### config.mk
export PLATFORM = sky130hd
export DESIGN_NAME = ram_bank
export DESIGN_NICKNAME = d
export VERILOG_FILES = /design/src/rtl/ram_bank_pkg.sv /design/src/rtl/ram_clear_seq.sv /design/src/rtl/ram_bank.sv
export SDC_FILE = /design/constraint.sdc
export NUM_CORES = 1
export LEC_CHECK = 0
export CORE_ASPECT_RATIO = 0.5
export CORE_UTILIZATION = 57
export DETAILED_ROUTE_END_ITERATION = 6
export PLACE_DENSITY_LB_ADDON = 0.25
export SYNTH_ARGS = -nofsm -noshare
export SYNTH_HDL_FRONTEND = slang
export SYNTH_HIERARCHICAL = 1
export SYNTH_SLANG_ARGS = --single-unit
### constraint.sdc
create_clock -name clk -period 2.7 [get_ports clk]
set_clock_uncertainty 0.05 [all_clocks]
set_input_delay 0.405 -clock clk [delete_from_list [all_inputs] [get_ports clk]]
set_output_delay 0.405 -clock clk [all_outputs]
set_load 0.05 [all_outputs]
### src/rtl/ram_bank_pkg.sv
// Shared types and defaults for the ram_bank memory slice.
// Holds the clear-sequencer state encoding and default geometry.
package ram_bank_pkg;

  localparam int WIDTH_DEF = 16;
  localparam int DEPTH_DEF = 8;

  typedef enum logic {
    ST_IDLE  = 1'b0,
    ST_CLEAR = 1'b1
  } state_t;

endpackage

### src/rtl/ram_clear_seq.sv
// Zero-fill sequencer for ram_bank: walks every word once after
// reset or a clear request, owning the array while busy.
module ram_clear_seq
  import ram_bank_pkg::*;
#(
  parameter  int DEPTH = DEPTH_DEF,
  localparam int AW    = $clog2(DEPTH)
) (
  input  logic          clk,
  input  logic          reset,
  input  logic          clear,
  output logic          busy,
  output logic          clr_we,
  output logic [AW-1:0] clr_addr
);

  localparam logic [AW-1:0] LAST = AW'(DEPTH - 1);

  state_t        r_state;
  logic [AW-1:0] r_ptr;

  always_ff @(posedge clk or posedge reset) begin
    if (reset) begin
      r_state <= ST_CLEAR;
      r_ptr   <= '0;
    end else begin
      unique case (r_state)
        ST_CLEAR: begin
          if (r_ptr == LAST) begin
            r_ptr   <= '0;
            r_state <= ST_IDLE;
          end else begin
            r_ptr <= r_ptr + AW'(1);
          end
        end
        ST_IDLE: begin
          if (clear) begin
            r_state <= ST_CLEAR;
            r_ptr   <= '0;
          end
        end
        default: begin
          r_state <= ST_CLEAR;
          r_ptr   <= '0;
        end
      endcase
    end
  end

  assign busy     = (r_state == ST_CLEAR);
  assign clr_we   = busy;
  assign clr_addr = r_ptr;

endmodule

### src/rtl/ram_bank.sv
// WIDTH x DEPTH RAM: sync write, combinational read, hardware clear.
// Define RAM_PARITY_EN to add a per-word even-parity bit and parity_err.
module ram_bank
  import ram_bank_pkg::*;
#(
  parameter  int WIDTH = WIDTH_DEF,
  parameter  int DEPTH = DEPTH_DEF,
  localparam int AW    = $clog2(DEPTH)
) (
  input  logic             clk,
  input  logic             reset,
  input  logic [AW-1:0]    address,
  input  logic [WIDTH-1:0] in,
  input  logic             load,
  input  logic             clear,
  output logic [WIDTH-1:0] out,
  output logic             busy
`ifdef RAM_PARITY_EN
  ,
  output logic             parity_err
`endif
);

  localparam logic [AW:0] DEPTH_W = (AW + 1)'(DEPTH);

  logic [WIDTH-1:0] r_mem [DEPTH];

  logic             w_busy;
  logic             w_clr_we;
  logic [AW-1:0]    w_clr_addr;
  logic             w_in_range;
  logic             w_user_we;
  logic [WIDTH-1:0] w_rd;

  ram_clear_seq #(
    .DEPTH(DEPTH)
  ) u_seq (
    .clk     (clk),
    .reset   (reset),
    .clear   (clear),
    .busy    (w_busy),
    .clr_we  (w_clr_we),
    .clr_addr(w_clr_addr)
  );

  assign w_in_range = ({1'b0, address} < DEPTH_W);
  // clear in the same IDLE cycle as load takes priority
  assign w_user_we  = load && !clear && w_in_range;

  always_ff @(posedge clk) begin
    if (w_clr_we) begin
      r_mem[w_clr_addr] <= '0;
    end else if (w_user_we) begin
      r_mem[address] <= in;
    end
  end

  assign w_rd = r_mem[address];
  assign out  = (!w_busy && w_in_range) ? w_rd : '0;
  assign busy = w_busy;

`ifdef RAM_PARITY_EN
  logic r_par [DEPTH];

  always_ff @(posedge clk) begin
    if (w_clr_we) begin
      r_par[w_clr_addr] <= 1'b0;
    end else if (w_user_we) begin
      r_par[address] <= ^in;
    end
  end

  assign parity_err = !w_busy && w_in_range &&
                      ((^w_rd) != r_par[address]);
`endif

endmodule

## Word level (Yosys, flattened, before mapping)

Memory sizes are Yosys's and may differ from the RTL's.
Index checks and enable logic that the tools add are counted.

| storage, ports and cells | value |
|---|---|
| bits in registers | 4 |
| input bits | 23 |
| RAM bits | 128 |
| output and inout port bits | 17 |
| memories kept | 1 |
| word-level logic and storage cells | 25 |

Memory list:

| name | depth | bits a word | read ports | clocked after Yosys merged registers in | write ports | RTL line | RTL |
|---|---|---|---|---|---|---|---|
| r_mem | 8 | 16 | 1 | 0 | 1 | ram_bank.sv:26 | `logic [WIDTH-1:0] r_mem [DEPTH];` |

| cells by class | value |
|---|---|
| bitwise gates (word level) | 1 |
| add/subtract/negate cells | 1 |
| equal/unequal tests | 2 |
| reductions and logical operators | 3 |
| multiplexer cells | 15 |

Operators with widths:

| operator | count |
|---|---|
| 16-bit 2-to-1 mux | 2 |
| 16-bit OR reduction | 1 |
| 3-bit 2-to-1 mux | 3 |
| 1-bit 2-to-1 mux | 8 |
| 3-bit case mux with 2 select lines | 1 |
| 3-bit by 1-bit adder with 3-bit output (second input constant) | 1 |
| 3-bit equality test (second input constant) | 1 |
| 2-bit inequality test (second input constant) | 1 |
| 1-bit case mux with 2 select lines | 1 |
| 1-bit logical AND | 1 |
| 1-bit logical NOT | 1 |
| 1-bit inverter | 1 |

## Logic depth before layout (Yosys ltp)

| logic depth | value |
|---|---|
| depth in word-level cells | 7 |
| gate-level depth with buffers | 5 |
| mapped depth without buffers | 4 |

## Hierarchy

The synthesis kept the hierarchy.

By module, submodules not included:

| module | instances | cells each | area each (µm²) |
|---|---|---|---|
| ram_bank | 1 | 248 | 5154.9 |
| ram_clear_seq | 1 | 18 | 202.7 |

## Least setup slack after synthesis

No wires, ideal clock.

| timing | value |
|---|---|
| kind | register -> register |
| start | reg u_seq.r_state (netlist: u_seq/busy) |
| end | mem r_mem[2][0] (netlist name) (enable) |
| data arrival time | 1.997 ns |
| path slack | 0.264 ns |
| cell stages (with the launch flop) | 6 |
| required time | 2.262 ns |
| clock period less this slack | 2.436 ns |
| path through | dfstp_2 buf_4 nor3b_1 buf_2 mux2i_1 nor2_1 |

| on the way | value |
|---|---|
| cells in the longest elaborated chain, start to end | 4 |

Ends and longest elaborated chain:

| what | RTL line | RTL |
|---|---|---|
| start, declared | ram_clear_seq.sv:19 | `state_t r_state;` |
| start signal, assigned | ram_clear_seq.sv:24 | `r_state <= ST_CLEAR;` |
| start signal, assigned | ram_clear_seq.sv:31 | `r_state <= ST_IDLE;` |
| start signal, assigned | ram_clear_seq.sv:38 | `r_state <= ST_CLEAR;` |
| 1-bit 2-to-1 mux | ram_bank.sv:51 | `if (w_clr_we) begin` |
| 1-bit 2-to-1 mux (implied by the code) | ram_bank.sv:54 | `r_mem[address] <= in;` |
| 16-bit OR reduction (no line) | n/a |  |
| 3-bit 2-to-1 mux (no line) or 1-bit 2-to-1 mux (tied branches) | n/a |  |
| end, declared | ram_bank.sv:26 |  |

Several ways; a longest one is shown, not always the timed one.

## Worst setup path in the final report

| timing | value |
|---|---|
| start | in address[2] |
| end | out out[5] |

| on the way | value |
|---|---|
| cells in the longest elaborated chain, start to end | 2 |

Ends and longest elaborated chain:

| what | RTL line | RTL |
|---|---|---|
| start, declared | ram_bank.sv:12 | `input logic [AW-1:0] address,` |
| memory read 8 x 16 bit | n/a |  |
| 16-bit 2-to-1 mux | ram_bank.sv:59 | `assign out = (!w_busy && w_in_range) ? w_rd : '0;` |
| end, declared | ram_bank.sv:16 | `output logic [WIDTH-1:0] out,` |

No other way between the ends.

==> impl_metrics.ini <==
[clocking]
cts_tree = yes
htreeDepth = 4
cts-root-buf = clkbuf_16
clock_latency_ns = 0.41
cts_buffers = 17
cts_setup_buffers = 0
clockBufferDepth = 2
ctsHoldBuffers = 0
ctsResizeCount = 0
clkSinkCount = 132
clk_pin_slew_ns = 0.05

[routing]
num_vias = 2695
drtIter0Drc = 261
ant_nets = 0
wl_per_cell_um = 22.14
routed_wl_mm = 10.25
dr.pass1.iters = 7
via_per_inst = 5.821
drc = 4

[setup_path]
cp_max_fo = 36
cpMostUsedCell = buf_12
critPathLaunch = address[2]
worst-r2r-cell-count = 4
crit_slowest_cell = clkdlybuf4s50_1
rrSetupSlack_ns = 0.68
rr_endpoint = r_mem[4][3]$_DFFE_PP_
crit_cells = 6
arrival_ns = 1.96
crit_chain = clkdlybuf4s50_1 -> buf_12 -> mux4_2 -> mux2i_1 -> nor2_1 -> buf_12
cp_data_required_time_ns = 2.25
end_kind = primary output
cp_top_family = buffers and inverters
path_buf_inv = 3
critical_path_class = in2out
cp-endpoint = out[5]
cpPeakStageDelay_ns = 0.51
r2r_start = u_seq/busy$_DFF_PP1_
start_kind = input port

[logic_synthesis]
synth_warnings = 6
synthCells = 266
postSynthAreaPerCell_um2 = 20.14
synth_ff_type = edfxtp_1
syn_nets = 292
async_flop_share_pct = 3.030
synth_area_um2 = 5358
synth_edf_count = 128
synth.distinct_cells = 29
synth_seq_area_share_pct = 73.63
yosys_register_bits = 132

[finish]
layout.nets = 360
fin_cells = 463
final_common_cell = edfxtp_1
antenna_cells = 0
synthToLayoutAreaGrowth_pct = 26.60
layout_common_cells = edfxtp_1 (128), mux4_2 (28), nor2_1 (27), clkdlybuf4s50_1 (22), buf_12 (21)
drive_above_1_share_pct = 30.35

[die]
core_um2 = 8919
dieWidth_um = 139.1
die-area_um2 = 9815
start_util_pct = 60.07
rows = 24
dieHeight_um = 70.56
io_pins = 40

[sta]
relSlewSlack_pct = 67.48
min_period_over_period_pct = 89.46
worstMarginPinSlew_ns = 0.4862
period_needed_ns = 2.416
tns_ns = 0
final-max-slew-violation-count = 0
hold_viol = 0
fmax_mhz = 414.0
rsz0062_at_grt = no
setup_viol = 0

[placed_design]
dp_hpwl_mm = 6.294
gp_congestion = 0.7024
post-place-cells = 432
io_buffers = 39

[outcome]
violations = design-rule violations
outcome = complete, but fails checks

[pwr]
switching_share_pct = 28.71
peakVddDrop_uv = 896.1
combinationalPowerShare_pct = 26.2
p_int_w = 0.005198
clock_power_share_pct = 31.1
powerDensity_nw_per_um2 = 1075
power.leakage_nw = 2.404
p_sw_w = 0.002093
power_frac_seq_pct = 42.8

[global_routing]
grt_pass1_vias = 2864
antenna_found_initial = 0
grt_pass1_wl_mm = 16.15
track_usage_pct = 23.78
grt_remaining_overflow = 0
grt_max_degree = 37

[min_path]
hold_path_class = in2async

[flow_run]
drv_cap = 0
-- cell usage after synthesis (all sizes together) (2+ instances only) --
library cell	instances	area [um^2]
clkbuf	2	7.510
buf	13	103.8
mux2i	19	190.2
nor2	28	107.6
mux4	32	735.7
nor2b	4	25.02
nand2	3	11.26
ha	3	37.54
and2	16	100.1
inv	3	11.26
a21oi	3	15.01
dfrtp	3	75.07
edfxtp	128	3844
-- layer usage --
layer  share of wire (%)  track usage [%]  vias to the layer above
met5                   0                0                        -
met4                 1.3            8.765                        0
met3                 5.8            8.666                       16
met2                  48            35.69                       98
met1                  45            32.71                     1379
li1                    -                -                     1202
-- cells by family after synthesis --
logic type,Yosys count,synth area share (%)
flip-flops,132,73.63
AO/OA/AOI/OAI,6,0.7238
multiplexers,52,17.49
AND/OR/NAND/NOR,55,5.161
adder cells (fa/ha/maj),3,0.7007
buffers and inverters,18,2.289
-- how the worst min path moves through the flow --
stage                                    endpoint  cells past startpoint  slack, ns                     startpoint
CTS                 u_seq/clr_addr[2]$_DFFE_PP0P_                      2       0.13                          reset
finish              u_seq/clr_addr[2]$_DFFE_PP0P_                      2       0.14                          reset
floorplan           u_seq/clr_addr[0]$_DFFE_PP0P_                      1       0.12                          reset
detailed placement  u_seq/clr_addr[1]$_DFFE_PP0P_                      1       0.55  u_seq/clr_addr[1]$_DFFE_PP0P_
global placement    u_seq/clr_addr[1]$_DFFE_PP0P_                      1       0.53  u_seq/clr_addr[1]$_DFFE_PP0P_
global route        u_seq/clr_addr[2]$_DFFE_PP0P_                      2       0.14                          reset
-- power groups by stage --
stage	clock network (W)	registers [W]	logic, W
after detailed placement	0	0.00315	0.00191
after global routing	0.00238	0.00317	0.00203
after CTS	0.00229	0.00312	0.00193
after global placement	0	0.00310	0.00186
final	0.00227	0.00312	0.00191
after floorplan	0	0.00311	0.00101
-- final cells by class --
type	count	area, um^2
fill	468	2136
inverter	3	11.26
tap	117	146.4
timing repair buffer	64	795.8
clock buffer	17	425.4
sequential	132	3945
multi-input combinational	116	1295
clock inverter	14	163.9
-- stage by stage --
step | utilization (%) | area, um^2 | setup slack, ns | total power, W | hold slack (ns)
CTS | 76.05 | 6783 | 0.2623 | 0.007349 | 0.1266
floorplan | - | 5358 | 0.2642 | 0.004126 | 0.1204
global route | 76.05 | 6783 | 0.2130 | 0.007576 | 0.1410
global placement | 69.44 | 6193 | 0.2843 | 0.004959 | 0.5255
finish | 76.05 | 6783 | 0.2845 | 0.007292 | 0.1376
detailed placement | 69.44 | 6193 | 0.2298 | 0.005061 | 0.5504
-- flip-flops by register name, summed over array words and instances (netlist names) --
register,flops
r_mem,128
u_seq/clr_addr,3
u_seq/busy,1
No activity file was read; power rests on OpenSTA's default activity.
